File: src/rtl/uart_rx_ctrl.sv
// UART RX control: staged line-config switch-over gated on line idle, receive FIFO, frame-error count.
// Optional frame-error counter enabled by defining UART_RX_CTRL_ERRCNT_EN.
module uart_rx_ctrl #(
  parameter int WIDTH = 8,
  parameter int DEPTH = 4
)(
  input  logic             clk,
  input  logic             rst,
  input  logic             cfg_wr,
  input  logic [5:0]       cfg_prescale,
  input  logic             cfg_par_en,
  input  logic             cfg_par_typ,
  output logic             cfg_busy,
  input  logic             rx_in,
  output logic [5:0]       prescale,
  output logic             par_en,
  output logic             par_typ,
  output logic             rx_rst,
  input  logic             data_valid_rx,
  input  logic [WIDTH-1:0] p_data_rx,
  input  logic             par_err,
  input  logic             stp_err,
  input  logic             rd_en,
  output logic [WIDTH-1:0] rd_data,
  output logic             empty,
  output logic             full,
  output logic             overrun,
  input  logic             ovr_clr,
  output logic [7:0]       err_cnt
);
  localparam int AW = $clog2(DEPTH);
  localparam logic [AW:0] FULL_CNT = (AW+1)'(DEPTH);

  typedef enum logic [1:0] {RUN = 2'd0, PEND = 2'd1, APPLY = 2'd2} state_t;

  state_t     state_q, state_d;
  logic [9:0] idle_cnt, idle_d, thr;
  logic [5:0] pend_pre, cap_pre;
  logic       pend_par_en, pend_par_typ;
  logic       capture, load;

  // Idle window is 12 bit-times of the prescale currently driving the receiver.
  assign thr     = ({4'b0, prescale} << 3) + ({4'b0, prescale} << 2) - 10'd1;
  assign cap_pre = (cfg_prescale < 6'd4) ? 6'd4 : cfg_prescale;

  always_ff @(posedge clk) begin
    if (rst) state_q <= RUN;
    else     state_q <= state_d;
  end

  always_comb begin
    state_d = state_q;
    idle_d  = idle_cnt;
    capture = 1'b0;
    load    = 1'b0;
    case (state_q)
      RUN: if (cfg_wr) begin
        capture = 1'b1;
        idle_d  = '0;
        state_d = PEND;
      end
      PEND: begin
        if (cfg_wr) begin
          capture = 1'b1;
          idle_d  = '0;
        end else if (!rx_in) idle_d = '0;
        else if (idle_cnt == thr) state_d = APPLY;
        else idle_d = idle_cnt + 10'd1;
      end
      APPLY: begin
        load    = 1'b1;
        state_d = RUN;
        if (cfg_wr) begin
          capture = 1'b1;
          idle_d  = '0;
          state_d = PEND;
        end
      end
      default: state_d = RUN;
    endcase
  end

  always_ff @(posedge clk) begin
    if (rst) begin
      idle_cnt     <= '0;
      pend_pre     <= '0;
      pend_par_en  <= 1'b0;
      pend_par_typ <= 1'b0;
      prescale     <= 6'd8;
      par_en       <= 1'b1;
      par_typ      <= 1'b0;
    end else begin
      idle_cnt <= idle_d;
      if (capture) begin
        pend_pre     <= cap_pre;
        pend_par_en  <= cfg_par_en;
        pend_par_typ <= cfg_par_typ;
      end
      // load sees the old pending values even if a new capture lands this cycle
      if (load) begin
        prescale <= pend_pre;
        par_en   <= pend_par_en;
        par_typ  <= pend_par_typ;
      end
    end
  end

  assign cfg_busy = (state_q != RUN);
  assign rx_rst   = rst | (state_q == APPLY);

  // Receive FIFO, first-word fall-through; push strobe is registered off the valid edge.
  logic [WIDTH-1:0] mem [DEPTH];
  logic [WIDTH-1:0] push_data;
  logic [AW-1:0]    wr_ptr, rd_ptr;
  logic [AW:0]      count;
  logic             dv_q, push_q, pop, wr;

  assign empty   = (count == '0);
  assign full    = (count == FULL_CNT);
  assign pop     = rd_en & ~empty;
  assign wr      = push_q & (~full | pop);
  assign rd_data = mem[rd_ptr];

  always_ff @(posedge clk) begin
    if (rst) begin
      for (int i = 0; i < DEPTH; i++) mem[i] <= '0;
      push_data <= '0;
      wr_ptr    <= '0;
      rd_ptr    <= '0;
      count     <= '0;
      dv_q      <= 1'b0;
      push_q    <= 1'b0;
      overrun   <= 1'b0;
    end else begin
      dv_q      <= data_valid_rx;
      push_q    <= data_valid_rx & ~dv_q;
      push_data <= p_data_rx;
      if (wr) begin
        mem[wr_ptr] <= push_data;
        wr_ptr      <= wr_ptr + AW'(1);
      end
      if (pop) rd_ptr <= rd_ptr + AW'(1);
      case ({wr, pop})
        2'b10:   count <= count + (AW+1)'(1);
        2'b01:   count <= count - (AW+1)'(1);
        default: count <= count;
      endcase
      if (push_q & full & ~pop) overrun <= 1'b1;
      else if (ovr_clr)         overrun <= 1'b0;
    end
  end

`ifdef UART_RX_CTRL_ERRCNT_EN
  logic       err_q;
  logic [7:0] err_cnt_q;

  always_ff @(posedge clk) begin
    if (rst) begin
      err_q     <= 1'b0;
      err_cnt_q <= '0;
    end else begin
      err_q <= par_err | stp_err;
      if ((par_err | stp_err) & ~err_q && err_cnt_q != 8'hFF)
        err_cnt_q <= err_cnt_q + 8'd1;
    end
  end

  assign err_cnt = err_cnt_q;
`else
  logic err_unused;
  assign err_unused = par_err | stp_err;
  assign err_cnt    = 8'h00;
`endif

endmodule

File: config.mk
export PLATFORM = sky130hd
export DESIGN_NAME = uart_rx_ctrl
export DESIGN_NICKNAME = d
export VERILOG_FILES = /design/src/rtl/uart_rx_ctrl.sv
export SDC_FILE = /design/constraint.sdc
export NUM_CORES = 1
export LEC_CHECK = 0
export ABC_AREA = 1
export BUFFER_PORTS_ARGS = -buffer_cell sky130_fd_sc_hd__buf_4
export CAP_MARGIN = 25
export CORE_MARGIN = 10
export CORE_UTILIZATION = 35
export CTS_BUF_LIST = sky130_fd_sc_hd__clkbuf_16
export DETAILED_ROUTE_END_ITERATION = 10
export PLACE_DENSITY_LB_ADDON = 0.3
export SYNTH_ARGS = -nofsm -noshare
export SYNTH_HDL_FRONTEND = slang
export SYNTH_SLANG_ARGS = --single-unit
File: constraint.sdc
create_clock -name clk -period 6.6 [get_ports clk]
set_input_delay 0.66 -clock clk [delete_from_list [all_inputs] [get_ports clk]]
set_output_delay 0.66 -clock clk [all_outputs]
set_load 0.03 [all_outputs]
; Yosys cells after proc, flatten, opt, wreduce, memory -nomap -nowiden
; Memories as Yosys holds them, arrays and structs flattened. A register that Yosys moved wholly into a read port is not among the register bits.
; Index checks and enable logic that the tools add are counted.
[word_totals]
ramBits = 32
elab_cells = 86
memories = 1
ff_bits = 46
out_inout_bits = 29
[memory_table]
columns = name, words, word_bits, rd, rd_ports_with_merged_regs, write_ports, line
row1 = mem, 4, 8, 1, 1, 4, 112  ; logic [WIDTH-1:0] mem [DEPTH];
[classes]
muxes = 28
n_bitwise = 11
n_eq_ne = 12
addsub = 7
n_reduce_logical = 11
order_cmp = 1
[ops]
columns = op, count
row1 = 10-bit two-way mux, 4
row2 = 10-bit case mux with 2 select lines, 1
row3 = 2-bit two-way mux, 7
row4 = 1-bit two-way mux, 12
row5 = 10-bit by 1-bit adder with 10-bit output (second input constant), 1
row6 = 9-bit by 8-bit adder with 10-bit output, 1
row7 = 10-bit equality test, 1
row8 = 10-bit by 1-bit subtractor with 10-bit output (second input constant), 1
row9 = 8-bit two-way mux, 1
row10 = 2-bit inequality test (second input constant), 4
row11 = 2-bit nonzero test, 4
row12 = 8-bit OR reduction, 1
row13 = 6-bit by 3-bit less-than comparator with 1-bit output (second input constant), 1
row14 = 6-bit two-way mux, 1
row15 = 2-bit case mux with 3 select lines, 1
row16 = 3-bit case mux with 2 select lines, 1
row17 = 1-bit bitwise AND, 5
row18 = 2-bit by 1-bit adder with 2-bit output (second input constant), 2
row19 = 2-bit by 1-bit equality test with 1-bit output (second input constant), 2
row20 = 2-bit equality test (second input constant), 2
row21 = 4-bit inequality test (second input constant), 1
row22 = 1-bit NOT, 4
row23 = 4-bit AND reduction, 1
row24 = 3-bit by 1-bit adder with 3-bit output (second input constant), 1
row25 = 9 further kinds, 10

; Longest topological paths before layout
; Gate-level depths: netlist (run 1).
[logic_depth]
word_depth = 10
ltp_mapped = 19

; Worst setup path after synthesis (run 1)
; No wires, ideal clock.
[synth_timing]
path_type = flip-flop to flip-flop
from = reg prescale[4]
to = reg idle_cnt[2]
synth_period_minus_slack_ps = 2538
t_required_ps = 6487
setup_time_ps = 113
arrival_time_ps = 2425
path_stages_with_launch = 14
setup_slack_ps = 4062
path_cell_list = dfxtp_1 inv_1 ha_1 fa_1 nor2_1 a21boi_0 nand3b_1 nand2_1 nand4_2 nand2_4 nand2_4 buf_6 nor2_1 nor2_1
[synth_between]
elab_chain_cells = 5
[synth_lines]
columns = item, line
row1 = from (decl), 15  ; output logic [5:0] prescale,
row2 = from (signal assigned), 101  ; prescale <= pend_pre;
row3 = 9-bit by 8-bit adder with 10-bit output, 43  ; assign thr = ({4'b0, prescale} << 3) + ({4'b0, prescale} << 2) - 10'd1;
row4 = 10-bit by 1-bit subtractor with 10-bit output, 43
row5 = 10-bit equality test, 67  ; else if (idle_cnt == thr) state_d = APPLY;
row6 = 4-bit inequality test (no source line), -
row7 = 3-bit AND reduction (no source line), -
row8 = to (signal assigned), 93  ; idle_cnt <= idle_d;
row9 = to (decl), 37  ; logic [9:0] idle_cnt, idle_d, thr;
; No other way between the ends.
; A chain may end at the register's enable or synchronous reset.

==> results of run 1 <==
[cell usage in the layout, fill, tap and decap left out, types with 3 or more instances in the layout]
cell	n
sky130_fd_sc_hd__clkbuf_16	9
sky130_fd_sc_hd__o22ai_1	8
sky130_fd_sc_hd__nor3_1	4
sky130_fd_sc_hd__conb_1	8
sky130_fd_sc_hd__nor2_1	114
sky130_fd_sc_hd__inv_1	72
sky130_fd_sc_hd__o21ai_0	37
sky130_fd_sc_hd__xor2_1	6
sky130_fd_sc_hd__inv_2	3
sky130_fd_sc_hd__a21oi_1	22
sky130_fd_sc_hd__nand2_1	81
sky130_fd_sc_hd__ha_1	9
sky130_fd_sc_hd__nand3_1	17
sky130_fd_sc_hd__dfxtp_1	48
sky130_fd_sc_hd__buf_4	47
sky130_fd_sc_hd__clkinv_1	5
sky130_fd_sc_hd__edfxtp_1	32
sky130_fd_sc_hd__nand3b_1	3
[through the flow]
step	instance area, um^2	worst slack, ns	power, W
after CTS	4640	3.90	0.00136
after global placement	4340	4.03	0.000849
after floorplan	3930	4.06	0.000768
after global routing	4640	3.72	0.00142
after detailed placement	4340	3.98	0.000857
final	4640	3.91	0.00135
[how the worst max path moves through the flow]
stage,endpoint,startpoint
final,rd_data[1],register
after global routing,rd_data[7],register
after CTS,rd_data[1],register
after detailed placement,mem[0][3]$_SDFFCE_PN0P_,rd_en
after global placement,mem[0][3]$_SDFFCE_PN0P_,rd_en
after floorplan,idle_cnt[2]$_SDFFE_PP0P_,prescale[4]$_SDFFE_PP0P_
[Yosys cell counts (all sizes together)]
master | n | area share, %
ha | 9 | 2.9
nor3 | 4 | 0.51
dfxtp | 48 | 25
o21ai | 37 | 4.7
buf | 11 | 2.2
clkinv | 4 | 0.38
xnor2 | 2 | 0.45
fa | 2 | 1.0
clkbuf | 6 | 0.58
o21bai | 2 | 0.38
o211ai | 1 | 0.19
inv | 75 | 7.2
conb | 1 | 0.096
nor3b | 2 | 0.38
nand3 | 17 | 2.2
o31ai | 1 | 0.19
nor4 | 2 | 0.32
nand3b | 3 | 0.58
a21boi | 2 | 0.38
o22ai | 8 | 1.3
nand2 | 85 | 8.7
nand4 | 2 | 0.48
nor2 | 115 | 11
xor2 | 6 | 1.3
or2 | 1 | 0.16
edfxtp | 32 | 25
a21oi | 22 | 2.8
[final cells by class]
class / instances / share of cell area (%)
well taps: 140 / 3.77
clock buffers: 9 / 4.85
clock inverters: 7 / 1.64
flip-flops and latches: 80 / 41.4
inverters: 79 / 6.38
multi-input cells: 331 / 34.4
repair buffers: 47 / 7.60
[kinds of logic (layout without fill, tap and decap cells)]
logic type,count (synthesis),in the layout
xor+xnor,8,8
flops,80,80
compound gates,73,73
buf+inv,96,142
other cells,1,8
simple gates,231,231
fa+ha+maj,11,11
[state kept, by name (all words and copies together), names as in the netlist, 2 cells and up, named ones only]
register and flops:
count 3, idle_cnt 10, mem 32, pend_pre 6
prescale 6, push_data 8, rd_ptr 2, state_q 2
wr_ptr 2
[layer usage]
metal,vias to the layer above,GRT usage [%]
li1,1670,-
met4,0,4.00
met1,1438,14.6
met5,-,0
met3,9,3.55
met2,83,17.1
[power by group]
group          total (W)  switching [W]  internal, W
Sequential      0.000578      0.0000306     0.000548
Combinational   0.000265       0.000174    0.0000912
Clock           0.000503       0.000207     0.000297
Total            0.00135       0.000411     0.000935
==> run summary, run 1 <==
TIMING
---------------------------------------------------------------------------------
Number of failing hold endpoints at the final stage                             0
RSZ-0062 raised after global routing                                           no
Part of the cycle the worst path needs                                      40.8%
Final setup fails                                                               0
Worst hold margin                                                        0.395 ns
Number of pins exceeding their max-slew limit in the final report               0
Worst slew margin                                                           49.5%
Maximum achievable frequency                                              372 MHz
Time the final worst path needs with I/O delays and setup                 2.69 ns
Final Skew                                                              0.0129 ns
Worst slew pin tran                                                      0.749 ns
Sum of negative setup slack                                                  0 ns

SETUP PATH
---------------------------------------------------------------------------------
Capture point of the worst reg-to-reg path                           idle_cnt[4]$_SDFFE_PP0P_
Kind of cell adding the most delay to the critical path                flip-flops
CP endpoint kind                                                       output pin
Buffering stage count on the worst path with inverters included                 2
Required time of the worst setup path                                     5.94 ns
Critical-path cell list                                              inv_1 > o21ai_0 > o22ai_1 > buf_4
Critical path data arrival time                                           2.03 ns
Biggest cell delay along the critical path                                0.71 ns
Slowest cell on crit path                                            sky130_fd_sc_hd__dfxtp_1
Register-to-register setup slack                                          4.09 ns
Stages on the worst setup path                                                  4
Worst R2R Path Depth                                                           13
Highest fanout seen on the critical path                                       17
Setup Crit Path Kind                                                   reg -> out
Source of the worst register-to-register timing path                 prescale[4]$_SDFFE_PP0P_
Startpoint class of the critical path                                    register

ROUTE
---------------------------------------------------------------------------------
Total detailed-routing wirelength                                         8690 um
Via count                                                                    3200
Detail-routed via count per cell                                             4.62
Highest Signal Layer                                                         met4
Post-route DRC violation count                                                  0
WL met1                                                                   4120 um
Pre-Repair DR Iteration Count                                                   4
WL per Instance                                                           12.5 um
1st-iter DRT viols                                                            233
Post-route ant nets                                                             0
Routed length on met2                                                     3910 um
Detailed-routed wire length on met3                                        533 um

GLOBAL ROUTE
---------------------------------------------------------------------------------
Largest net degree at the start of global routing                              25
Wire length of the first global-routing pass                             14800 um
Antenna violations before repair                                                0
Vias in the first global route                                               3078
Total global routing track utilization                                      11.2%
Overflow left after global routing                                              0

CELLS AND AREA
---------------------------------------------------------------------------------
Number of standard cells in the layout, taps in and fillers out               693
NumNets Final                                                                 584
Multi-input combinational cell area                                     1600 um^2
Core utilization of the finished layout                                     42.7%
Ratio of cells with drive above 1 in the final layout                       13.0%
Number of diodes added for antenna fixing                                       0
Number of fill cells in the layout                                           1093
Area occupied by registers                                              1920 um^2
Area added between synthesis and finish                                     19.1%

FLOORPLANNING
---------------------------------------------------------------------------------
Die W                                                                      126 um
Std cell rows                                                                  38
Initial standard-cell utilization of the core                               35.8%
Area of the die                                                        15800 um^2
Die height                                                                 126 um
IO Pins                                                                        54
Core ar.                                                               10900 um^2

HOLD PATH
---------------------------------------------------------------------------------
Worst min-delay path class                                             reg -> reg
Hold endpoint                                                        push_q$_SDFF_PP0_
Worst Hold Launch                                                    dv_q$_SDFF_PP0_
Worst hold path depth                                                           1

CLOCK TREE
---------------------------------------------------------------------------------
Max Root-Sink Buffers                                                           2
Number of resized instances in the post-cts repair step                         0
Worst-Skew Late Latency                                                   0.34 ns
Count of H-tree levels built during CTS                                         3
Register clock-pin slew on the reported worst setup and hold paths        0.06 ns
Root Driver                                                          sky130_fd_sc_hd__clkbuf_16
Cts bufs inserted                                                               9
Number of buffers inserted by hold repair at cts                                0
Number of sinks handled by clock tree synthesis                                80
Clock tree from TritonCTS                                                   built
Number of setup buffers added after CTS                                         0

LOGIC SYNTHESIS
---------------------------------------------------------------------------------
Part of the Yosys area used for sequential elements                         49.3%
Fraction of synthesized area in multiplexers                                   0%
FF+latch count, synth                                                          80
Post-Synth Simple-Gate Area                                                 24.5%
Number of cells produced by synthesis                                         500
Number of warnings issued by yosys                                              0
Combinational family with the most area after synthesis              simple AND/OR/NAND/NOR gates
Complex-gate fraction of the synthesized area                               10.0%
Adder-cell area share of the yosys netlist                                  3.92%
Share of the synthesized netlist area taken by xor and xnor gates           1.80%
Synth Area per Inst                                                     7.80 um^2
Post-Syn Area                                                           3900 um^2
Number of different library cells in the post-synthesis netlist                34

RUN
---------------------------------------------------------------------------------
Number of maximum-capacitance violations                                        0

PLACEMENT
---------------------------------------------------------------------------------
Number of placed instances, taps included                                     677
Final GP Congestion                                                         0.815
Port Buffer Count                                                              43
Final HPWL from detailed placement                                        6400 um

PWR
---------------------------------------------------------------------------------
Power density relative to cell area                                   290 nW/um^2
Max IR drop VDD                                                          0.184 mV
Static leakage                                                            2.09 nW

STATUS
---------------------------------------------------------------------------------
Result of the run                                                    finished clean

Note: power is estimated with default switching activity, not from simulation.
==> run 2, diff against run 1 <==
==> constraint.sdc (replaced) <==
create_clock -name clk -period 2.5 [get_ports clk]
set_input_delay 0.25 -clock clk [delete_from_list [all_inputs] [get_ports clk]]
set_output_delay 0.25 -clock clk [all_outputs]
set_load 0.03 [all_outputs]
==> run 2 against run 1 <==
Non-clock buffer count is 7 higher. Design area increased by 2.8%. Setup slack lost 3.8 ns. Die area unchanged. Total power rose to 2.6 times the previous value. Clock skew down 0.0062 ns. Flip-flop and latch count unchanged. Cell count is 1.0% higher.
==> run summary, run 2 (synthesis gave the netlist of run 1 again) <==
STATUS
-------------------------------------------------------------------------------------
Result of the run                                                        finished clean

ROUTE
-------------------------------------------------------------------------------------
Total detailed-routing wirelength                                             8870 um   +2.1%
Post-route DRC violation count                                                      0   unchanged
Post-route ant nets                                                                 0   unchanged
Detail-routed via count per cell                                                 4.56   -1.2%
WL per Instance                                                               12.7 um   +1.1%
Pre-Repair DR Iteration Count                                                       4   unchanged
Via count                                                                        3195   -0.16%
1st-iter DRT viols                                                                157   -33%

SETUP PATH
-------------------------------------------------------------------------------------
Required time of the worst setup path                                         2.72 ns   -3.22 ns
Highest fanout seen on the critical path                                            4   -13
Capturing element of the worst setup path                                idle_cnt[5]$_SDFFE_PP0P_
Setup Crit Path Kind                                                       reg -> reg
CP endpoint kind                                                             register
Register-to-register setup slack                                              0.11 ns   -3.98 ns
Source of the worst register-to-register timing path                     prescale[3]$_SDFFE_PP1P_
Startpoint class of the critical path                                        register
Worst R2R Path Depth                                                               14   +1
Launching instance or port of the critical path                          prescale[3]$_SDFFE_PP1P_
Critical path data arrival time                                               2.61 ns   +0.58 ns
Capture point of the worst reg-to-reg path                               idle_cnt[5]$_SDFFE_PP0P_

FLOORPLANNING
-------------------------------------------------------------------------------------
Initial standard-cell utilization of the core                                   35.8%   unchanged
Die height                                                                     126 um   unchanged
Core ar.                                                                   10900 um^2   unchanged
Std cell rows                                                                      38   unchanged
Area of the die                                                            15800 um^2   unchanged
Die W                                                                          126 um   unchanged
IO Pins                                                                            54   unchanged

CLOCK TREE
-------------------------------------------------------------------------------------
Register clock-pin slew on the reported worst setup and hold paths            0.06 ns   about the same
Count of H-tree levels built during CTS                                             3   unchanged
Number of sinks handled by clock tree synthesis                                    80   unchanged
Number of buffers inserted by hold repair at cts                                    0   unchanged
Clock tree from TritonCTS                                                       built
Max Root-Sink Buffers                                                               2   unchanged
Worst-Skew Late Latency                                                       0.33 ns   about the same
Cts bufs inserted                                                                   9   unchanged
Root Driver                                                              sky130_fd_sc_hd__clkbuf_16

GLOBAL ROUTE
-------------------------------------------------------------------------------------
Largest net degree at the start of global routing                                  32   +28%
Antenna violations before repair                                                    0   unchanged
Wire length of the first global-routing pass                                 14800 um   -0.46%
Vias in the first global route                                                   3091   +0.42%
Overflow left after global routing                                                  0   unchanged
Total global routing track utilization                                          11.3%   +0.032 points

CELLS AND AREA
-------------------------------------------------------------------------------------
Number of diodes added for antenna fixing                                           0   unchanged
Final instance area                                                         4770 um^2   +2.8%
Most frequent standard cell in the layout excluding fill and tap cells   sky130_fd_sc_hd__nor2_1
Ratio of cells with drive above 1 in the final layout                           16.4%   +3.4 points
Largest reg by FF count                                                           mem
Area added between synthesis and finish                                         22.5%
NumNets Final                                                                     591   +1.2%
Core utilization of the finished layout                                         43.9%   +1.2 points
Flip-flop count of the largest register, all copies and words added                32   unchanged
Registers with the most flip-flops                                       mem x32, idle_cnt x10, push_data x8
Commonest non-fill, non-tap cells in the layout                          113 x sky130_fd_sc_hd__nor2_1, 80 x sky130_fd_sc_hd__nand2_1, 70 x sky130_fd_sc_hd__inv_1
Number of standard cells in the layout, taps in and fillers out                   700   +1.0%

TIMING
-------------------------------------------------------------------------------------
Final setup fails                                                                   0   unchanged
Final Skew                                                                 0.00678 ns   -0.00616 ns
Part of the cycle the worst path needs                                          95.6%
Time the final worst path needs with I/O delays and setup                     2.39 ns
Number of pins exceeding their max-slew limit in the final report                   0   unchanged
Number of failing hold endpoints at the final stage                                 0   unchanged
Maximum achievable frequency                                                  418 MHz

HOLD PATH
-------------------------------------------------------------------------------------
Worst min-delay path class                                                  in -> reg
Worst Hold Launch                                                        p_data_rx[4]

PLACEMENT
-------------------------------------------------------------------------------------
Number of placed instances, taps included                                         680   +0.44%
Cell area after placement                                                   4370 um^2   +0.55%
Port Buffer Count                                                                  43   unchanged
Final GP Congestion                                                             0.818   +0.34%
Final HPWL from detailed placement                                            6430 um   +0.47%

PWR
-------------------------------------------------------------------------------------
Power density relative to cell area                                       747 nW/um^2   +160%
Max IR drop VDD                                                              0.501 mV   +170%
Static leakage                                                                2.11 nW   +1.3%

RUN
-------------------------------------------------------------------------------------
Number of maximum-capacitance violations                                            0   unchanged

## run 2: timing repair
| action | CTS | global route |
|---|---|---|
| buffers inserted | 0 | 4 |
| hold endpoints to repair | 0 | 0 |
| endpoints found under the setup margin | 1 | 11 |
| pin swaps | 0 | 11 |
| gates resized for setup | 1 | 18 |
## run 2: stage by stage
stage / setup slack [ns] / power [W] / hold WS (ns) / setup TNS, ns
final: 0.110 / 0.00356 / 0.115 / 0
after global routing: -0.000554 / 0.00374 / 0.129 / -0.000554
after CTS: 0.0326 / 0.00360 / 0.107 / 0
after detailed placement: 0.0194 / 0.00227 / 0.385 / 0
after global placement: 0.103 / 0.00225 / 0.382 / 0
after floorplan: 0.000808 / 0.00203 / 0.357 / 0
## run 2: worst max-delay path, stage by stage, from the launching register on
cell and delay [ns]:
sky130_fd_sc_hd__dfxtp_2 0.34, sky130_fd_sc_hd__inv_2 0.08, sky130_fd_sc_hd__ha_4 0.18, sky130_fd_sc_hd__fa_2 0.62, sky130_fd_sc_hd__xor2_1 0.19, sky130_fd_sc_hd__inv_1 0.05, sky130_fd_sc_hd__nand3_1 0.06, sky130_fd_sc_hd__nand2_1 0.06
sky130_fd_sc_hd__nor2_2 0.12, sky130_fd_sc_hd__nand4_4 0.12, sky130_fd_sc_hd__nand2_4 0.14, sky130_fd_sc_hd__buf_4 0.13, sky130_fd_sc_hd__nand3_1 0.06, sky130_fd_sc_hd__nand2_1 0.08, sky130_fd_sc_hd__nor2_1 0.05
## run 2: final cells by class
type	instances	area, um^2
clock buffers	9	225
clock inverters	7	77.6
fillers	1101	6110
inverters	79	299
multi-input cells	331	1660
flip-flops and latches	80	1930
well taps	140	175
repair buffers	54	405
## run 2: power by group
group	switching [W]	internal, W	total [W]	leakage, nW
Combinational	0.000486	0.000253	0.000738	1.24
Sequential	0.0000589	0.00145	0.00150	0.728
Clock	0.000538	0.000783	0.00132	0.142
Total	0.00108	0.00248	0.00356	2.11
## run 2: worst min path at each step
stage	end	slack [ns]	cells after the start
2_1_floorplan	push_data[0]$_SDFF_PP0_	0.36	2
3_3_place_gp	push_q$_SDFF_PP0_	0.38	1
3_5_place_dp	push_q$_SDFF_PP0_	0.39	1
4_1_cts	push_data[4]$_SDFF_PP0_	0.11	3
5_1_grt	push_data[4]$_SDFF_PP0_	0.13	3
6_report	push_data[4]$_SDFF_PP0_	0.12	3
## run 2: per-layer routing
metal	GRT usage [%]	vias up	wire length (um)
li1	-	1677	-
met1	14.8	1444	4270
met2	17.4	68	4140
met3	2.83	6	371
met4	4.20	0	91
met5	0	-	0
==> run 3, diff against run 2 <==
--- a/config.mk
+++ b/config.mk
@@ -8,7 +8,7 @@
 export ABC_AREA = 1
 export BUFFER_PORTS_ARGS = -buffer_cell sky130_fd_sc_hd__buf_4
 export CAP_MARGIN = 25
-export CORE_MARGIN = 10
+export CORE_MARGIN = 2
 export CORE_UTILIZATION = 35
 export CTS_BUF_LIST = sky130_fd_sc_hd__clkbuf_16
 export DETAILED_ROUTE_END_ITERATION = 10
==> run 3 against run 2 <==
Setup slack worse by 0.0059 ns. Total power up 6.7%. Design area up 0.92%. Routed wire length down 5.2%. First-iteration DRC count down 5.1%. Sequential share of layout area down 0.37 points. Register-to-register slack about the same. Clock skew up 0.0038 ns. Clock power up 19%.
==> run summary, run 3 (synthesis gave the netlist of run 1 again) <==
CELLS AND AREA
-------------------------------------------------------------------------------------
Flip-flop count of the largest register, all copies and words added                32   unchanged
Ratio of cells with drive above 1 in the final layout                           16.2%   -0.27 points
Most frequent standard cell in the layout excluding fill and tap cells   sky130_fd_sc_hd__nor2_1
NumNets Final                                                                     588   -0.51%
Registers with the most flip-flops                                       mem x32, idle_cnt x10, push_data x8
Largest reg by FF count                                                           mem
Number of standard cells in the layout, taps in and fillers out                   697   -0.43%
Core utilization of the finished layout                                         44.4%   +0.60 points
Commonest non-fill, non-tap cells in the layout                          113 x sky130_fd_sc_hd__nor2_1, 81 x sky130_fd_sc_hd__nand2_1, 70 x sky130_fd_sc_hd__inv_1
Number of diodes added for antenna fixing                                           0   unchanged
Area added between synthesis and finish                                         23.6%

TIMING
-------------------------------------------------------------------------------------
Final setup fails                                                                   0   unchanged
Maximum achievable frequency                                                  417 MHz   -0.25%
Worst hold margin                                                            0.121 ns   +0.00576 ns
Time the final worst path needs with I/O delays and setup                     2.40 ns   +0.00592 ns
Number of pins exceeding their max-slew limit in the final report                   0   unchanged
Final Skew                                                                  0.0106 ns   +0.00381 ns
Part of the cycle the worst path needs                                          95.8%   +0.24 points
Number of failing hold endpoints at the final stage                                 0   unchanged

CLOCK TREE
-------------------------------------------------------------------------------------
Root Driver                                                              sky130_fd_sc_hd__clkbuf_16
Count of H-tree levels built during CTS                                             3   unchanged
Cts bufs inserted                                                                   9   unchanged
Register clock-pin slew on the reported worst setup and hold paths            0.07 ns   about the same
Clock tree from TritonCTS                                                       built
Worst-Skew Late Latency                                                       0.34 ns   about the same
Max Root-Sink Buffers                                                               2   unchanged
Number of sinks handled by clock tree synthesis                                    80   unchanged

SETUP PATH
-------------------------------------------------------------------------------------
Slowest cell on crit path                                                sky130_fd_sc_hd__fa_2
Worst R2R Path Depth                                                               14   unchanged
Capture point of the worst reg-to-reg path                               idle_cnt[5]$_SDFFE_PP0P_
Buffering stage count on the worst path with inverters included                     3   unchanged
Critical-path cell list                                                  inv_2 > ha_4 > fa_2 > xor2_2 > inv_1 > nand3_1 > nand2_1 > nor2_2 > nand4_4 > nand2_4 > buf_12 > nand3_1 > nand2_1 > nor2_1
Startpoint class of the critical path                                        register
Source of the worst register-to-register timing path                     prescale[4]$_SDFFE_PP0P_
Launching instance or port of the critical path                          prescale[4]$_SDFFE_PP0P_
Critical path data arrival time                                               2.62 ns   about the same
Register-to-register setup slack                                              0.10 ns   about the same
CP endpoint kind                                                             register
Setup Crit Path Kind                                                       reg -> reg
Kind of cell adding the most delay to the critical path                   adder cells
Highest fanout seen on the critical path                                            5   +1
Biggest cell delay along the critical path                                    0.65 ns   +0.03 ns
Required time of the worst setup path                                         2.72 ns   about the same

GLOBAL ROUTE
-------------------------------------------------------------------------------------
Vias in the first global route                                                   2883   -6.7%
Overflow left after global routing                                                  0   unchanged
Antenna violations before repair                                                    0   unchanged
Wire length of the first global-routing pass                                 13100 um   -11%
Total global routing track utilization                                          14.1%   +2.9 points
Largest net degree at the start of global routing                                  26   -19%

FLOORPLANNING
-------------------------------------------------------------------------------------
Die height                                                                     110 um   -13%
Initial standard-cell utilization of the core                                   36.0%   +0.16 points
Area of the die                                                            12000 um^2   -24%
Core ar.                                                                   10800 um^2   -0.44%
IO Pins                                                                            54   unchanged
Die W                                                                          110 um   -13%
Std cell rows                                                                      38   unchanged

ROUTE
-------------------------------------------------------------------------------------
1st-iter DRT viols                                                                149   -5.1%
Detail-routed via count per cell                                                 4.61   +1.0%
Via count                                                                        3214   +0.59%
Pre-Repair DR Iteration Count                                                       5   +1
Post-route ant nets                                                                 0   unchanged
WL per Instance                                                               12.1 um   -4.8%
Post-route DRC violation count                                                      0   unchanged
Total detailed-routing wirelength                                             8410 um   -5.2%

PWR
-------------------------------------------------------------------------------------
Power density relative to cell area                                       789 nW/um^2   +5.7%
Max IR drop VDD                                                              0.451 mV   -9.9%
Static leakage                                                                2.14 nW   +1.2%

PLACEMENT
-------------------------------------------------------------------------------------
Final GP Congestion                                                             0.780   -4.6%
Final HPWL from detailed placement                                            5980 um   -7.0%
Number of placed instances, taps included                                         679   -0.15%
Port Buffer Count                                                                  43   unchanged

HOLD PATH
-------------------------------------------------------------------------------------
Worst hold path depth                                                               3   unchanged
Worst Hold Launch                                                        p_data_rx[4]
Hold endpoint                                                            push_data[4]$_SDFF_PP0_
Worst min-delay path class                                                  in -> reg

STATUS
-------------------------------------------------------------------------------------
Result of the run                                                        finished clean

RUN
-------------------------------------------------------------------------------------
Number of maximum-capacitance violations                                            0   unchanged

## run 3: cell types whose count changed in the layout (fill, tap and decap cells not counted), moves of 2 or more
cell | previous run | this run
sky130_fd_sc_hd__inv_8 | 1 | 3
sky130_fd_sc_hd__bufinv_16 | 1 | 3
sky130_fd_sc_hd__buf_4 | 54 | 50
sky130_fd_sc_hd__clkinvlp_4 | 2 | 0
## run 3: layout make-up
class,count,area (um^2)
fillers,1066,6020
flip-flops and latches,80,1930
multi-input cells,331,1660
repair buffers,51,395
inverters,79,297
clock buffers,9,225
well taps,140,175
clock inverters,7,133
## run 3: where the power goes
group	total (W)	switching [W]	leakage, nW	internal (W)
Sequential	0.00151	0.0000606	0.728	0.00144
Clock	0.00157	0.000566	0.176	0.00100
Combinational	0.000731	0.000477	1.23	0.000254
Total	0.00380	0.00110	2.14	0.00270
## run 3: metal layers
metal	share of wire, %	routed length (um)	global-route usage (%)
met1	50	4170	18.5
met2	45	3800	23.0
met3	4.1	345	2.90
met4	1.1	95	5.24
met5	0	0	0
## run 3: how the worst max path moves through the flow
stage | slack [ns] | cells after the start | to
floorplan | 0.0008 | 13 | idle_cnt[2]$_SDFFE_PP0P_
global placement | 0.09 | 12 | idle_cnt[0]$_SDFFE_PP0P_
detailed placement | 0.03 | 14 | idle_cnt[1]$_SDFFE_PP0P_
CTS | 0.01 | 13 | idle_cnt[1]$_SDFFE_PP0P_
global route | -0.03 | 14 | idle_cnt[5]$_SDFFE_PP0P_
finish | 0.10 | 14 | idle_cnt[5]$_SDFFE_PP0P_
## run 3: worst reg2reg max path, cell delays in order (launching register included)
cell and delay, ns:
sky130_fd_sc_hd__dfxtp_2 0.35, sky130_fd_sc_hd__inv_2 0.07, sky130_fd_sc_hd__ha_4 0.16, sky130_fd_sc_hd__fa_2 0.65, sky130_fd_sc_hd__xor2_2 0.17, sky130_fd_sc_hd__inv_1 0.06
sky130_fd_sc_hd__nand3_1 0.06, sky130_fd_sc_hd__nand2_1 0.06, sky130_fd_sc_hd__nor2_2 0.13, sky130_fd_sc_hd__nand4_4 0.12, sky130_fd_sc_hd__nand2_4 0.15, sky130_fd_sc_hd__buf_12 0.12
sky130_fd_sc_hd__nand3_1 0.06, sky130_fd_sc_hd__nand2_1 0.09, sky130_fd_sc_hd__nor2_1 0.05
## run 3: repair_timing
item | CTS | global route
setup buffers | 0 | 2
setup endpoints to repair | 0 | 11
hold buffers | 0 | 0
gates resized for setup | 0 | 19
## run 3: stage by stage
step	worst slack, ns	setup TNS, ns	power (W)	cell area, um^2
after floorplan	0.000808	0	0.00203	3930
after global placement	0.0929	0	0.00224	4360
after detailed placement	0.0266	0	0.00226	4360
after CTS	0.0125	0	0.00382	4720
after global routing	-0.0303	-0.0592	0.00397	4820
final	0.104	0	0.00380	4820
